File: config.mk
export PLATFORM = sky130hd
export DESIGN_NAME = key_conditioner_flat
export DESIGN_NICKNAME = d
export VERILOG_FILES = /design/src/rtl/key_conditioner_pkg.sv /design/src/rtl/key_conditioner_if.sv /design/src/rtl/key_conditioner_channel.sv /design/src/rtl/key_conditioner.sv /design/src/flat_wrapper.sv
export SDC_FILE = /design/constraint.sdc
export NUM_CORES = 1
export LEC_CHECK = 0
export ABC_CLOCK_PERIOD_IN_PS = 3300
export BUFFER_PORTS_ARGS = -buffer_cell sky130_fd_sc_hd__buf_2
export CAP_MARGIN = 20
export CORE_MARGIN = 1
export CORE_UTILIZATION = 60
export CTS_BUF_LIST = sky130_fd_sc_hd__clkbuf_4 sky130_fd_sc_hd__clkbuf_8
export CTS_CLUSTER_SIZE = 20
export DETAILED_ROUTE_END_ITERATION = 6
export GPL_ROUTABILITY_DRIVEN = 0
export PLACE_DENSITY = 0.84
export SLEW_MARGIN = 20
export SYNTH_ARGS = -nofsm -noshare
export SYNTH_HDL_FRONTEND = slang
export SYNTH_SLANG_ARGS = --single-unit
File: constraint.sdc
create_clock -name CLK_25MHZ -period 3.3 [get_ports CLK_25MHZ]
set_clock_uncertainty 0.15 [all_clocks]
set_input_delay 0.33 -clock CLK_25MHZ [delete_from_list [all_inputs] [get_ports CLK_25MHZ]]
set_output_delay 0.33 -clock CLK_25MHZ [all_outputs]
set_load 0.03 [all_outputs]
File: src/rtl/key_conditioner_pkg.sv
// -----------------------------------------------------------------------------
// key_conditioner_pkg
//   Shared types and helpers for the push-button conditioner.
//   - rpt_state_t : auto-repeat FSM states
//   - DEF_*       : default timing constants for a 25 MHz clock
//   - cnt_width / tmr_width : counter widths derived from the timing parameters
// -----------------------------------------------------------------------------
package key_conditioner_pkg;

    typedef enum logic [1:0] {
        IDLE  = 2'd0,
        DELAY = 2'd1,
        RPT   = 2'd2
    } rpt_state_t;

    localparam int DEF_N_KEYS          = 2;
    localparam int DEF_DEBOUNCE_CYCLES = 250000;    // 10 ms
    localparam int DEF_REPEAT_DELAY    = 12500000;  // 500 ms
    localparam int DEF_REPEAT_PERIOD   = 2500000;   // 100 ms

    function automatic int max_int(input int a, input int b);
        return (a > b) ? a : b;
    endfunction

    // The debounce counter only ever holds 0 .. DEBOUNCE_CYCLES-1.
    function automatic int cnt_width(input int debounce_cycles);
        return $clog2(debounce_cycles + 1);
    endfunction

    // One timer serves both the initial delay and the repeat period.
    function automatic int tmr_width(input int repeat_delay, input int repeat_period);
        return $clog2(max_int(repeat_delay, repeat_period) + 1);
    endfunction

endpackage

File: src/rtl/key_conditioner_if.sv
// -----------------------------------------------------------------------------
// key_conditioner_if
//   Bundle between the board pins / game core and the conditioner.
//   KEY_N       : raw active-low buttons (asynchronous)
//   BTN_HELD    : debounced level, 1 = pressed
//   BTN_PRESS   : one-cycle pulse per debounced press
//   BTN_RELEASE : one-cycle pulse per debounced release
//   BTN_REPEAT  : one-cycle pulse on press and on each auto-repeat tick
//   dbg_state   : per-channel auto-repeat FSM state
//   There is no valid/ready handshake on this bundle: every signal is either a
//   level or a single-cycle pulse, and the consumer samples it on every clock.
//   master = board/core side, slave = conditioner side.
// -----------------------------------------------------------------------------
interface key_conditioner_if
    import key_conditioner_pkg::*;
#(
    parameter int N_KEYS = DEF_N_KEYS
);
    logic [N_KEYS-1:0]      KEY_N;
    logic [N_KEYS-1:0]      BTN_HELD;
    logic [N_KEYS-1:0]      BTN_PRESS;
    logic [N_KEYS-1:0]      BTN_RELEASE;
    logic [N_KEYS-1:0]      BTN_REPEAT;
    rpt_state_t [N_KEYS-1:0] dbg_state;

    modport master (
        output KEY_N,
        input  BTN_HELD, BTN_PRESS, BTN_RELEASE, BTN_REPEAT, dbg_state
    );

    modport slave (
        input  KEY_N,
        output BTN_HELD, BTN_PRESS, BTN_RELEASE, BTN_REPEAT, dbg_state
    );
endinterface

File: src/rtl/key_conditioner_channel.sv
// -----------------------------------------------------------------------------
// key_conditioner_channel
//   One button: 2-flop synchroniser, counter debounce, press/release pulses and
//   auto-repeat FSM.
//   clk, rst_n   : clock, asynchronous active-low reset
//   key_n        : raw active-low button
//   btn_held     : debounced level (1 = pressed)
//   btn_press    : pulse on debounced press
//   btn_release  : pulse on debounced release
//   btn_repeat   : pulse on press and each auto-repeat tick
//   dbg_state    : auto-repeat FSM state
// -----------------------------------------------------------------------------
module key_conditioner_channel
    import key_conditioner_pkg::*;
#(
    parameter int DEBOUNCE_CYCLES = DEF_DEBOUNCE_CYCLES,
    parameter int REPEAT_DELAY    = DEF_REPEAT_DELAY,
    parameter int REPEAT_PERIOD   = DEF_REPEAT_PERIOD
) (
    input  logic       clk,
    input  logic       rst_n,
    input  logic       key_n,
    output logic       btn_held,
    output logic       btn_press,
    output logic       btn_release,
    output logic       btn_repeat,
    output rpt_state_t dbg_state
);
    localparam int CNT_W = cnt_width(DEBOUNCE_CYCLES);
    localparam int TMR_W = tmr_width(REPEAT_DELAY, REPEAT_PERIOD);

    localparam logic [CNT_W-1:0] CNT_LAST = CNT_W'(DEBOUNCE_CYCLES - 1);
    // Clamped so a disabled repeat (delay 0) still yields a legal constant.
    localparam logic [TMR_W-1:0] DLY_LAST = TMR_W'(((REPEAT_DELAY > 0) ? REPEAT_DELAY : 1) - 1);
    localparam logic [TMR_W-1:0] PER_LAST = TMR_W'(REPEAT_PERIOD - 1);

    // ---------------- synchroniser (resets to "released") ----------------
    logic s1, s2;

    always_ff @(posedge clk or negedge rst_n) begin
        if (!rst_n) begin
            s1 <= 1'b1;
            s2 <= 1'b1;
        end else begin
            s1 <= key_n;
            s2 <= s1;
        end
    end

    // ---------------- debounce ----------------
    logic             stable;
    logic [CNT_W-1:0] cnt;
    logic             key_lvl;
    logic             mismatch;
    logic             flip;
    logic             rise;
    logic             fall;

    assign key_lvl  = ~s2;
    assign mismatch = (key_lvl != stable);
    assign flip     = mismatch && (cnt == CNT_LAST);
    assign rise     = flip && !stable;
    assign fall     = flip && stable;

    always_ff @(posedge clk or negedge rst_n) begin
        if (!rst_n) begin
            stable      <= 1'b0;
            cnt         <= '0;
            btn_press   <= 1'b0;
            btn_release <= 1'b0;
        end else begin
            btn_press   <= rise;
            btn_release <= fall;
            if (!mismatch) begin
                cnt <= '0;
            end else if (flip) begin
                stable <= ~stable;
                cnt    <= '0;
            end else begin
                cnt <= cnt + CNT_W'(1);
            end
        end
    end

    assign btn_held = stable;

    // ---------------- auto-repeat FSM ----------------
    rpt_state_t       state_q, state_d;
    logic [TMR_W-1:0] tmr_q, tmr_d;
    logic             rpt_d;

    always_ff @(posedge clk or negedge rst_n) begin
        if (!rst_n) begin
            state_q    <= IDLE;
            tmr_q      <= '0;
            btn_repeat <= 1'b0;
        end else begin
            state_q    <= state_d;
            tmr_q      <= tmr_d;
            btn_repeat <= rpt_d;
        end
    end

    always_comb begin
        state_d = state_q;
        tmr_d   = tmr_q;
        rpt_d   = 1'b0;
        // Release is checked first so it beats a coincident timer expiry.
        if (fall) begin
            state_d = IDLE;
            tmr_d   = '0;
        end else begin
            case (state_q)
                IDLE: begin
                    if (rise) begin
                        rpt_d = 1'b1;
                        tmr_d = '0;
                        if (REPEAT_DELAY > 0) begin
                            state_d = DELAY;
                        end
                    end
                end
                DELAY: begin
                    if (tmr_q == DLY_LAST) begin
                        rpt_d   = 1'b1;
                        state_d = RPT;
                        tmr_d   = '0;
                    end else begin
                        tmr_d = tmr_q + TMR_W'(1);
                    end
                end
                RPT: begin
                    if (tmr_q == PER_LAST) begin
                        rpt_d = 1'b1;
                        tmr_d = '0;
                    end else begin
                        tmr_d = tmr_q + TMR_W'(1);
                    end
                end
                default: begin
                    state_d = IDLE;
                    tmr_d   = '0;
                end
            endcase
        end
    end

    assign dbg_state = state_q;

endmodule

File: src/rtl/key_conditioner.sv
// -----------------------------------------------------------------------------
// key_conditioner
//   Conditions raw active-low push-buttons for the Pong core (25 MHz domain).
//   CLK_25MHZ : pixel clock, sole clock domain
//   RESET_N   : asynchronous active-low reset
//   keys      : key_conditioner_if.slave (KEY_N in; BTN_HELD, BTN_PRESS,
//               BTN_RELEASE, BTN_REPEAT, dbg_state out)
//   Integration: BTN_UP <= BTN_HELD[0], BTN_DOWN <= BTN_HELD[1].
// -----------------------------------------------------------------------------
module key_conditioner
    import key_conditioner_pkg::*;
#(
    parameter int N_KEYS          = DEF_N_KEYS,
    parameter int DEBOUNCE_CYCLES = DEF_DEBOUNCE_CYCLES,
    parameter int REPEAT_DELAY    = DEF_REPEAT_DELAY,
    parameter int REPEAT_PERIOD   = DEF_REPEAT_PERIOD
) (
    input  logic                     CLK_25MHZ,
    input  logic                     RESET_N,
    key_conditioner_if.slave         keys
);
    if (DEBOUNCE_CYCLES < 1) begin : g_bad_debounce
        $error("key_conditioner: DEBOUNCE_CYCLES must be >= 1");
    end
    if (REPEAT_PERIOD < 1) begin : g_bad_period
        $error("key_conditioner: REPEAT_PERIOD must be >= 1");
    end
    if (REPEAT_DELAY < 0) begin : g_bad_delay
        $error("key_conditioner: REPEAT_DELAY must be >= 0");
    end

    for (genvar i = 0; i < N_KEYS; i++) begin : g_ch
        key_conditioner_channel #(
            .DEBOUNCE_CYCLES (DEBOUNCE_CYCLES),
            .REPEAT_DELAY    (REPEAT_DELAY),
            .REPEAT_PERIOD   (REPEAT_PERIOD)
        ) u_ch (
            .clk         (CLK_25MHZ),
            .rst_n       (RESET_N),
            .key_n       (keys.KEY_N[i]),
            .btn_held    (keys.BTN_HELD[i]),
            .btn_press   (keys.BTN_PRESS[i]),
            .btn_release (keys.BTN_RELEASE[i]),
            .btn_repeat  (keys.BTN_REPEAT[i]),
            .dbg_state   (keys.dbg_state[i])
        );
    end

endmodule
File: src/flat_wrapper.sv
// flat-port wrapper written by rule: the top's interface ports become plain ports
module key_conditioner_flat import key_conditioner_pkg::*;
#(
    parameter int N_KEYS          = DEF_N_KEYS,
    parameter int DEBOUNCE_CYCLES = DEF_DEBOUNCE_CYCLES,
    parameter int REPEAT_DELAY    = DEF_REPEAT_DELAY,
    parameter int REPEAT_PERIOD   = DEF_REPEAT_PERIOD
)
  (CLK_25MHZ, RESET_N, keys_KEY_N, keys_BTN_HELD, keys_BTN_PRESS, keys_BTN_RELEASE, keys_BTN_REPEAT, keys_dbg_state);
  key_conditioner_if #(.N_KEYS(N_KEYS)) keys_i ();
  input  logic CLK_25MHZ;
  input  logic RESET_N;
  input wire logic [$bits(keys_i.KEY_N)-1:0] keys_KEY_N;
  output wire logic [$bits(keys_i.BTN_HELD)-1:0] keys_BTN_HELD;
  output wire logic [$bits(keys_i.BTN_PRESS)-1:0] keys_BTN_PRESS;
  output wire logic [$bits(keys_i.BTN_RELEASE)-1:0] keys_BTN_RELEASE;
  output wire logic [$bits(keys_i.BTN_REPEAT)-1:0] keys_BTN_REPEAT;
  output wire logic [$bits(keys_i.dbg_state)-1:0] keys_dbg_state;
  assign keys_i.KEY_N = keys_KEY_N;
  assign keys_BTN_HELD = keys_i.BTN_HELD;
  assign keys_BTN_PRESS = keys_i.BTN_PRESS;
  assign keys_BTN_RELEASE = keys_i.BTN_RELEASE;
  assign keys_BTN_REPEAT = keys_i.BTN_REPEAT;
  assign keys_dbg_state = keys_i.dbg_state;
  key_conditioner #(.N_KEYS(N_KEYS), .DEBOUNCE_CYCLES(DEBOUNCE_CYCLES), .REPEAT_DELAY(REPEAT_DELAY), .REPEAT_PERIOD(REPEAT_PERIOD)) u_core (.CLK_25MHZ(CLK_25MHZ), .RESET_N(RESET_N), .keys(keys_i));
endmodule
## Word level (Yosys, flattened, before mapping)

Cells that the tools add are included.

| operators by class | value |
|---|---|
| add/sub/neg operators | 4 |
| equal/unequal tests | 18 |
| multiplexer cells | 32 |
| bitwise operators | 4 |
| reductions and logical operators | 14 |

Operator list:

| cell | number |
|---|---|
| two-way mux 24 bit | 8 |
| one-hot mux 24 bit (3 select lines) | 2 |
| two-way mux 18 bit | 4 |
| adder 24 x 1 -> 24 bit (second input constant) | 2 |
| equality test 24 x 22 -> 1 bit (second input constant) | 2 |
| equality test 24 bit (second input constant) | 2 |
| adder 18 x 1 -> 18 bit (second input constant) | 2 |
| equality test 18 bit (second input constant) | 2 |
| two-way mux 2 bit | 6 |
| != test 3 bit (second input constant) | 4 |
| one-hot mux 2 bit (3 select lines) | 2 |
| two-way mux 1 bit | 8 |
| logical AND 1 bit | 6 |
| one-hot mux 1 bit (3 select lines) | 2 |
| AND reduction 3 bit | 2 |
| equality test 2 x 1 -> 1 bit (second input constant) | 2 |
| equality test 2 bit (second input constant) | 2 |
| zero test 2 bit | 2 |
| != test 2 bit (second input constant) | 2 |
| NOT 1 bit | 4 |
| AND reduction 2 bit | 2 |
| zero test 1 bit | 2 |
| != test 1 bit | 2 |

| storage, ports and cells | value |
|---|---|
| register bits after elaboration | 100 |
| output and inout bits | 12 |
| word-level logic and storage cells | 90 |

## Depth between registers and ports, before layout

Gate-level depths: netlist of the first run.

| depth | value |
|---|---|
| depth after elaboration | 7 |
| depth in mapped cells | 9 |
| mapped depth without buffers | 7 |

## Hierarchy

From an unflattened synthesis of the first run, not the netlist that was laid out.

| unflattened totals | value |
|---|---|
| cell total of the unflattened synthesis | 556 |
| area, all modules | 5292.6 um^2 |

Modules (own cells, without submodules):

| module | instances | cells an instance | area an instance (um^2) |
|---|---|---|---|
| key_conditioner_channel | 2 | 278 | 2646.3 |

## Least setup slack after synthesis of the first run

No wires, ideal clock.

| path | value |
|---|---|
| kind | register to register |
| start | reg u_core.g_ch[0].u_ch.tmr_q[14] |
| end | reg u_core.g_ch[0].u_ch.tmr_q[14] |
| data arrival time | 2.399 ns |
| data required time | 3.014 ns |
| path slack | 0.616 ns |
| stages on the path, launching flop included | 8 |
| buffers on the path | 1 |
| period minus slack after synthesis | 2.684 ns |
| cell sequence | dfrtp_1 -> or4_1 -> or4_4 -> o41ai_4 -> a21oi_2 -> buf_2 -> nand3_1 -> o311ai_1 |

| between the ends | value |
|---|---|
| cells in the longest elaborated chain, start to end | 4 |

RTL lines:

| element | line | text |
|---|---|---|
| start, declared | key_conditioner_channel.sv:89 | `logic [TMR_W-1:0] tmr_q, tmr_d;` |
| start signal, assigned | key_conditioner_channel.sv:99 | `tmr_q <= tmr_d;` |
| adder 24 x 1 -> 24 bit, or another cell as far along | key_conditioner_channel.sv:129, key_conditioner_channel.sv:137 |  |
| two-way mux 24 bit (on tied branches) | key_conditioner_channel.sv:133, key_conditioner_channel.sv:124 |  |
| one-hot mux 24 bit (3 select lines) (*) | key_conditioner_channel.sv:113 | `case (state_q)` |
| two-way mux 24 bit (*) | key_conditioner_channel.sv:109 | `if (fall) begin` |

Every way passes the cells marked *; elsewhere a longest branch is shown, timed or not.
A chain may end at the register's enable or synchronous reset.

## Final worst setup path of the first run

| path | value |
|---|---|
| start | reg u_core.g_ch[0].u_ch.tmr_q[16] |
| end | reg u_core.g_ch[0].u_ch.tmr_q[13] |

| between the ends | value |
|---|---|
| cells in the longest elaborated chain, start to end | 4 |

RTL lines:

| element | line |
|---|---|
| equality test 24 x 22 -> 1 bit / equality test 24 bit (equally long branches) | key_conditioner_channel.sv:133, key_conditioner_channel.sv:124 |
| two-way mux 24 bit (on tied branches) | key_conditioner_channel.sv:133, key_conditioner_channel.sv:124 |
| one-hot mux 24 bit (3 select lines) (*) | key_conditioner_channel.sv:113 |
| two-way mux 24 bit (*) | key_conditioner_channel.sv:109 |

Marked as above.

==> flow_metrics.tcl, run 1 <==
set metrics [dict create \
    grt_max_degree 58 \
    grt_use_total_pct 24.41 \
    clkTransAtPathRegs_ns 0.09 \
    die_h_microns 96.56 \
    cts-root-buf "clkbuf_8" \
    critPathSlowestCell "or4_4" \
    yosysSeqAreaShare_pct 46.74 \
    synth_cell_types 53 \
    port-buffer-count 15 \
    cp_max_fo 24 \
    syn_to_final_growth_pct 6.950 \
    syn_area_sq_mm 0.005365 \
    die_w_microns 96.56 \
    initial_core_util_pct 61.82 \
    fillCellCount 666 \
    drc 0 \
    critPathBufInv 0 \
    clock-sinks 100 \
    yosys_warnings 0 \
    num_vias 4356 \
    vias_per_cell 6.179 \
    wl_per_cell_microns 15.47 \
    min-delay-path-class "flip-flop to flip-flop" \
    final_nets 610 \
    pwr_density_cell_mw_per_mm2 376.4 \
    drt-total-wl_mm 10.91 \
    coreArea_sq_mm 0.008678 \
    cp-end-kind "flip-flop" \
    hold_buffers 3 \
    ir_worst_vdd_mv 0.2750 \
    place_ws_ns 0.3448 \
    antenna_cells 0 \
    cts_buffers 9 \
    fin_crit_sh_pct 90.28 \
    setup_slack_ns 0.3208 \
    drv_cap 0 \
    crit_chain "or4_1 -> or4_4 -> o21ai_0 -> a211o_2 -> or4_1 -> o211ai_1" \
    synth_ff_type "dfrtp_1" \
    clock_path_buffers 2 \
    firstDrtPassIters 5 \
    antenna_found_initial 0 \
    rsz0062_at_grt "false" \
    synth_edf_count 0 \
    slew_headroom_pct 40.98 \
    final_antenna_net_count 0 \
    cpMostUsedCell "or4_1" \
    synth_nets 600 \
    dpl.hpwl_mm 7.554 \
    cp.arrival_ns 3.06 \
    ys_seq_elements 100 \
    grt_overflow 0 \
    leakagePower_uw 0.002445 \
    cp_top_family "simple AND/OR/NAND/NOR gates" \
    die_area_sq_mm 0.009324 \
    synthCells 582 \
    grt_pass1_wl_mm 17.73 \
    min_period_ns 2.979 \
    outcome "finished, final reports clean" \
    syn_avg_cell_area_sq_um 9.218 \
    worstSetupStartpointType "flip-flop" \
    fmax_ghz 0.3357 \
    tritoncts "yes" \
    maxSlewViolCount 0 \
    clk_latency_ns 0.36 \
    setup_viol 0 \
    worstMarginPinSlew_ns 0.8853 \
    grt_pass1_vias 3969 \
    drive_gt1_share_pct 9.715 \
    required_ns 3.38 \
    crit_type "flip-flop to flip-flop" \
    cts.htree.levels 3 \
    cts_setup_buffers 0 \
    cts_resized 0 \
    drt_iter0_drc 202 \
    cpPeakStageDelay_ns 0.57 \
    tns_ns 0 \
    boundaryPins 16 \
    rows 34 \
    finalHoldViolCount 0 \
    synth-async-reset-ratio_pct 100.0 \
]
## stage by stage
| step | power, uW | std cells | hold slack (ns) | util [%] | area (sq um) |
|---|---|---|---|---|---|
| after floorplan | 1283 | 582 | -0.1156 | - | 5365 |
| after global placement | 1314 | 686 | 0.1959 | 63.22 | 5487 |
| after detailed placement | 1315 | 686 | 0.1978 | 63.22 | 5487 |
| after CTS | 2177 | 705 | 0.2116 | 66.12 | 5738 |
| after global routing | 2237 | 705 | 0.2178 | 66.12 | 5738 |
| final | 2160 | 705 | 0.2108 | 66.12 | 5738 |
## worst paths after layout
check                                         startpoint                       endpoint  slack (ns)  cells past startpoint
setup / recovery           u_core.g_ch[0].u_ch.tmr_q[16]  u_core.g_ch[0].u_ch.tmr_q[13]        0.32                      6
hold reg to reg                   u_core.g_ch[0].u_ch.s1         u_core.g_ch[0].u_ch.s2        0.21                      0
setup reg to reg           u_core.g_ch[0].u_ch.tmr_q[16]  u_core.g_ch[0].u_ch.tmr_q[13]        0.32                      6
hold / removal                    u_core.g_ch[0].u_ch.s1         u_core.g_ch[0].u_ch.s2        0.21                      0
min in group asynchronous                        RESET_N  u_core.g_ch[0].u_ch.tmr_q[19]        0.40                      2
max in group asynchronous                        RESET_N         u_core.g_ch[0].u_ch.s2        1.75                      3
## placed cells by master, fill, tap and decap left out, drive strengths merged, types with 7 or more instances in the layout
cell type	netlist	final
and3	13	13
nor3	21	21
o21ai	10	10
dfrtp	96	96
nor2	69	69
buf	11	21
xor2	23	23
clkbuf	14	9
xnor2	19	19
nand2	66	66
nand3	83	83
or3	10	10
nor4	7	7
or2	8	8
inv	20	22
a21oi	7	7
o311ai	18	18
nand4	15	15
ha	14	14
## logic make-up after synthesis
family / synth area share (%)
simple gates: 29.76
flops: 46.73
compound gates: 9.072
buf+inv: 3.941
xor+xnor: 6.856
fa+ha+maj: 3.265
mux: 0.3731
## layer usage
layer | routed length [microns] | part of all wire [%] | GRT usage (%) | vias up
li1 | - | - | - | 2085
met1 | 4909 | 45 | 33.08 | 2100
met2 | 5252 | 48 | 39.38 | 147
met3 | 524 | 4.8 | 3.365 | 24
met4 | 222 | 2.0 | 10.17 | 0
met5 | 0 | 0 | 0 | -
## sequential cells by signal (all words and copies together) (netlist names)
name	flops
u_core.g_ch.u_ch.btn_repeat	2
u_core.g_ch.u_ch.btn_release	2
u_core.g_ch.u_ch.s2	2
u_core.g_ch.u_ch.dbg_state	4
u_core.g_ch.u_ch.cnt	36
u_core.g_ch.u_ch.tmr_q	48
u_core.g_ch.u_ch.s1	2
u_core.g_ch.u_ch.btn_press	2
u_core.g_ch.u_ch.btn_held	2
## area by class of cell
type                            count  area, sq um  area share (%)
Multi-Input combinational cell    437         2646           46.12
Clock buffer                        9        123.9           2.159
Tap cell                          108        135.1           2.355
Sequential cell                   100         2507           43.70
Timing Repair Buffer               24        152.6           2.660
Clock inverter                      7        97.59           1.701
Inverter                           20        75.07           1.308
## cell usage after synthesis (all sizes together), types with 2 or more instances
cell type,instances,area [sq um]
nand2,66,247.7
clkbuf,14,52.55
a222oi,2,20.02
and3,13,81.33
buf,11,83.82
mux2i,2,20.02
or3,10,62.56
nor3b,3,27.52
o31ai,3,22.52
nor4bb,2,20.02
xor2,23,201.4
nand4,15,93.84
ha,14,175.2
xnor2,19,166.4
and4,6,52.55
nor3,21,105.1
o21ai,10,50.05
o22ai,3,18.77
or2,8,50.05
o311ai,18,157.6
inv,20,75.07
a21oi,7,38.79
nor2,69,259.0
nand2b,2,12.51
a21o,6,45.04
or4,5,41.29
dfstp,4,105.1
dfrtp,96,2402
nor4b,4,35.03
nor4,7,50.05
nand3,83,415.4
o41ai,3,63.81
## power breakdown
part | leakage [uW] | internal (uW) | switching (uW)
Combinational | 0.000955 | 12.3 | 37.6
Sequential | 0.00138 | 1230 | 8.05
Clock | 0.000112 | 433 | 434
Total | 0.00245 | 1680 | 480
## worst register-to-register path: cells and delay by family (launching register included)
kind,cells,cell delay (ns)
AND/OR/NAND/NOR,3,1.29
flip-flops,1,0.44
AO/OA/AOI/OAI,3,0.99
(Power assumes the default switching activity.)
==> inputs of run 2 (changes only) <==
Settings changed: MAX_ROUTING_LAYER from default to met4.
==> flow_metrics.tcl, run 2 (synthesis results as in run 1) <==
set metrics [dict create \
    rsz0062_at_grt "false" \
    r2r_slack_ns 0.33 \
    drv_cap 0 \
    grt_pass1_vias 3972 \
    vias_per_cell 6.183 \
    die_h_microns 96.56 \
    cts_setup_buffers 0 \
    ir_worst_vdd_mv 0.2754 \
    clkTransAtPathRegs_ns 0.10 \
    pwr-share-clk_pct 40.2 \
    final_nets 610 \
    finalHoldViolCount 0 \
    fmax_ghz 0.3368 \
    cp_max_fo 23 \
    tns_ns 0 \
    fin_crit_sh_pct 89.97 \
    cts.htree.levels 3 \
    cp-endpoint "u_core.g_ch[1].u_ch.tmr_q[22]" \
    worstMarginPinSlew_ns 0.8995 \
    fillCellCount 666 \
    setup_viol 0 \
    initial_core_util_pct 61.82 \
    grt_pass1_wl_mm 17.75 \
    num_vias 4359 \
    rows 34 \
    p_int_uw 1680 \
    outcome "finished, final reports clean" \
    clock_path_buffers 2 \
    hold_buffers 3 \
    seq_area_sq_mm 0.002507 \
    top_register "u_core.g_ch.u_ch.tmr_q" \
    worstSetupStartpointType "flip-flop" \
    slew_headroom_pct 40.04 \
    drc 0 \
    r2r_end "u_core.g_ch[1].u_ch.tmr_q[22]" \
    final_common_cell "dfrtp_1" \
    drive_gt1_share_pct 9.715 \
    final_cell_mix "dfrtp_1 (96), nand3_1 (83), nor2_1 (69)" \
    drt-total-wl_mm 10.95 \
    largest_reg_flops 48 \
    r2r_start "u_core.g_ch[1].u_ch.cnt[0]" \
    switchingPower_uw 482.0 \
    tritoncts "yes" \
    pwr_density_cell_mw_per_mm2 376.8 \
    grt_use_total_pct 25.19 \
    coreArea_sq_mm 0.008678 \
    boundaryPins 16 \
    clock-sinks 100 \
    cts-root-buf "clkbuf_8" \
    cp-startpoint "u_core.g_ch[1].u_ch.cnt[0]" \
    min_period_ns 2.969 \
    grt_overflow 0 \
    post-route-util_pct 66.12 \
    crit_type "flip-flop to flip-flop" \
    syn_to_final_growth_pct 6.950 \
    required_ns 3.39 \
    cts_resized 0 \
    comb_power_share_pct 2.3 \
    multi_input_area_sq_mm 0.002646 \
    pwr-share-seq_pct 57.5 \
    cts_buffers 9 \
    antenna_found_initial 0 \
    cp.arrival_ns 3.06 \
    port-buffer-count 15 \
    dpl.hpwl_mm 7.554 \
    firstDrtPassIters 6 \
    leakagePower_uw 0.002445 \
    cp-end-kind "flip-flop" \
    reg2reg_depth 7 \
    grt_max_degree 58 \
    wl_per_cell_microns 15.53 \
    netSwitchingFraction_pct 22.30 \
    drt_iter0_drc 206 \
    final_antenna_net_count 0 \
    min-delay-path-class "flip-flop to flip-flop" \
    maxSlewViolCount 0 \
    die_w_microns 96.56 \
    clk_latency_ns 0.36 \
    die_area_sq_mm 0.009324 \
    antenna_cells 0 \
]
-- run 2: cell counts in the layout (fill, tap and decap cells not counted) --
Identical to the previous run, type by type.
-- run 2: area by class of cell --
cell class,instances,share of cell area [%]
flip-flops and latches,100,43.70
inverters,20,1.308
multi-input cells,437,46.12
clock buffers,9,2.159
repair buffers,24,2.660
clock inverters,7,1.701
well taps,108,2.355
-- run 2: power by group through the flow --
stage | Sequential, uW | Combinational (uW) | Clock (uW)
after detailed placement | 1270 | 49.0 | 0
after CTS | 1240 | 52.2 | 881
after global placement | 1270 | 48.2 | 0
final | 1240 | 50.0 | 869
after floorplan | 1260 | 18.1 | 0
after global routing | 1240 | 60.1 | 933
-- run 2: worst max-delay path: stages (launching register included) --
cell	delay, ns
dfrtp_1	0.42
ha_1	0.25
nand3_1	0.12
or4_1	0.56
o41a_1	0.78
nor3_1	0.34
xnor2_1	0.15
nor2_1	0.06
-- run 2: worst min-delay path by stage --
| stage | from | depth (start not counted) | to | slack, ns |
|---|---|---|---|---|
| global placement | u_core.g_ch[1].u_ch.s1 | 0 | u_core.g_ch[1].u_ch.s2 | 0.20 |
| finish | u_core.g_ch[0].u_ch.s1 | 0 | u_core.g_ch[0].u_ch.s2 | 0.21 |
| detailed placement | u_core.g_ch[0].u_ch.s1 | 0 | u_core.g_ch[0].u_ch.s2 | 0.20 |
| CTS | u_core.g_ch[0].u_ch.s1 | 0 | u_core.g_ch[0].u_ch.s2 | 0.21 |
| global route | u_core.g_ch[0].u_ch.s1 | 0 | u_core.g_ch[0].u_ch.s2 | 0.22 |
| floorplan | RESET_N | 0 | u_core.g_ch[0].u_ch.btn_held | -0.12 |
-- run 2: layer usage --
metal / global-route usage (%) / up-vias / wire (microns) / share of wire [%]
met2: 39.44 / 117 / 5349 / 49
met3: 3.678 / 19 / 426 / 3.9
met5: - / - / 0 / 0
li1: - / 2086 / - / -
met4: 10.42 / 0 / 182 / 1.7
met1: 32.93 / 2137 / 4987 / 46
-- run 2: per-stage QoR --
stage | total power, uW | worst slack [ns] | std cells | area, sq um | hold WS (ns)
CTS | 2177 | 0.3321 | 705 | 5738 | 0.2116
finish | 2162 | 0.3308 | 705 | 5738 | 0.2107
global placement | 1314 | 0.4370 | 686 | 5487 | 0.1959
global route | 2238 | 0.1139 | 705 | 5738 | 0.2178
floorplan | 1283 | 0.6160 | 582 | 5365 | -0.1156
detailed placement | 1315 | 0.3448 | 686 | 5487 | 0.1978
==> inputs of run 3 (changes only) <==
Settings changed: BUFFER_PORTS_ARGS -buffer_cell sky130_fd_sc_hd__buf_2 to default, DONT_BUFFER_PORTS from default to 1, PLACE_DENSITY 0.84 to 0.83.
==> flow_metrics.tcl, run 3 (synthesis results as in run 1) <==
set metrics [dict create \
    critPathSlowestCell "or4_4" \
    drv_cap 0 \
    cts.htree.levels 3 \
    fillCellCount 685 \
    required_ns 3.39 \
    seq_area_sq_mm 0.002507 \
    grt_pass1_wl_mm 17.96 \
    drc 0 \
    coreArea_sq_mm 0.008678 \
    hold_ws_ns 0.2097 \
    hold_buffers 4 \
    cp.arrival_ns 3.09 \
    min-delay-path-class "flip-flop to flip-flop" \
    cts_buffers 9 \
    clkTransAtPathRegs_ns 0.09 \
    vias_per_cell 6.217 \
    cts_setup_buffers 0 \
    wl_per_cell_microns 15.64 \
    final_cell_mix "dfrtp_1 (96), nand3_1 (83), nor2_1 (69)" \
    cp_top_family "simple AND/OR/NAND/NOR gates" \
    tns_ns 0 \
    boundaryPins 16 \
    fmax_ghz 0.3329 \
    worstSetupStartpointType "flip-flop" \
    maxSlewViolCount 0 \
    port-buffer-count 0 \
    die_area_sq_mm 0.009324 \
    antenna_cells 0 \
    drt_iter0_drc 232 \
    finalPower_uw 2189 \
    drive_gt1_share_pct 7.560 \
    critPathBufInv 0 \
    outcome "finished, final reports clean" \
    slew_headroom_pct 39.55 \
    multi_input_area_sq_mm 0.002651 \
    largest_reg_flops 48 \
    die_w_microns 96.56 \
    cpMostUsedCell "or4_1" \
    leakagePower_uw 0.002382 \
    grt_use_total_pct 25.47 \
    cp-end-kind "flip-flop" \
    dpl.hpwl_mm 7.279 \
    num_vias 4290 \
    syn_to_final_growth_pct 6.227 \
    cts_resized 0 \
    antenna_found_initial 0 \
    drt-total-wl_mm 10.79 \
    worstMarginPinSlew_ns 0.9067 \
    clk_latency_ns 0.37 \
    grt_pass1_vias 4000 \
    tritoncts "yes" \
    finalHoldViolCount 0 \
    crit_type "flip-flop to flip-flop" \
    final_antenna_net_count 0 \
    clock_path_buffers 2 \
    top_register "u_core.g_ch.u_ch.tmr_q" \
    firstDrtPassIters 6 \
    die_h_microns 96.56 \
    cp_max_fo 24 \
    grt_overflow 0 \
    min_period_ns 3.004 \
    rsz0062_at_grt "false" \
    final_common_cell "dfrtp_1" \
    pwr_density_cell_mw_per_mm2 384.1 \
    final_nets 595 \
    fin_crit_sh_pct 91.03 \
    crit_chain "or4_1 -> or4_4 -> o41ai_4 -> a211o_2 -> or4_1 -> o211ai_1" \
    initial_core_util_pct 61.82 \
    grt_max_degree 101 \
    rows 34 \
    cpPeakStageDelay_ns 0.57 \
    cts-root-buf "clkbuf_8" \
    setup_viol 0 \
    ir_worst_vdd_mv 0.1913 \
    clock-sinks 100 \
]
-- run 3: cell count changes in the layout (fill, tap and decap cells not counted), moves of 2 or more --
cell | before | now
clkbuf_4 | 0 | 2
buf_4 | 7 | 5
buf_2 | 14 | 0
clkinv_2 | 2 | 0
clkbuf_8 | 9 | 11
-- run 3: cell type report --
| cell class | count | share of cell area, % |
|---|---|---|
| Tap cell | 108 | 2.371 |
| Multi-Input combinational cell | 437 | 46.52 |
| Sequential cell | 100 | 44.00 |
| Clock inverter | 3 | 1.207 |
| Clock buffer | 13 | 2.920 |
| Timing Repair Buffer | 9 | 1.668 |
| Inverter | 20 | 1.317 |
-- run 3: final timing paths --
kind,from,endpoint,slack (ns),cells past startpoint
worst max-delay path,u_core.g_ch[0].u_ch.tmr_q[14],u_core.g_ch[0].u_ch.tmr_q[13],0.30,6
worst min-delay path,u_core.g_ch[1].u_ch.s1,u_core.g_ch[1].u_ch.s2,0.21,0
worst max register to register,u_core.g_ch[0].u_ch.tmr_q[14],u_core.g_ch[0].u_ch.tmr_q[13],0.30,6
worst min register to register,u_core.g_ch[1].u_ch.s1,u_core.g_ch[1].u_ch.s2,0.21,0
max in group asynchronous,RESET_N,u_core.g_ch[1].u_ch.s2,2.20,2
min in group asynchronous,RESET_N,u_core.g_ch[0].u_ch.dbg_state[1],0.39,2
-- run 3: stage by stage --
| step | instance area, sq um | setup slack [ns] | util [%] | instances |
|---|---|---|---|---|
| CTS | 5699 | 0.3355 | 65.67 | 690 |
| global route | 5699 | 0.1252 | 65.67 | 690 |
| finish | 5699 | 0.2962 | 65.67 | 690 |
| global placement | 5406 | 0.4252 | 62.30 | 670 |
| detailed placement | 5406 | 0.3562 | 62.30 | 670 |
| floorplan | 5365 | 0.6160 | - | 582 |
-- run 3: power by group --
| part | internal (uW) | switching, uW | leakage (uW) | total (uW) |
|---|---|---|---|---|
| registers | 1230 | 7.08 | 0.00138 | 1240 |
| logic | 12.7 | 37.0 | 0.000882 | 49.7 |
| clock network | 488 | 410 | 0.000121 | 898 |
| total | 1730 | 454 | 0.00238 | 2190 |
-- run 3: layer usage --
metal	vias up	global-route usage, %	part of all wire, %	routed length (microns)
li1	2065	-	-	-
met1	2058	32.36	44	4703
met2	148	39.61	48	5191
met3	19	6.651	7.0	752
met4	0	8.701	1.3	144
met5	-	-	0	0
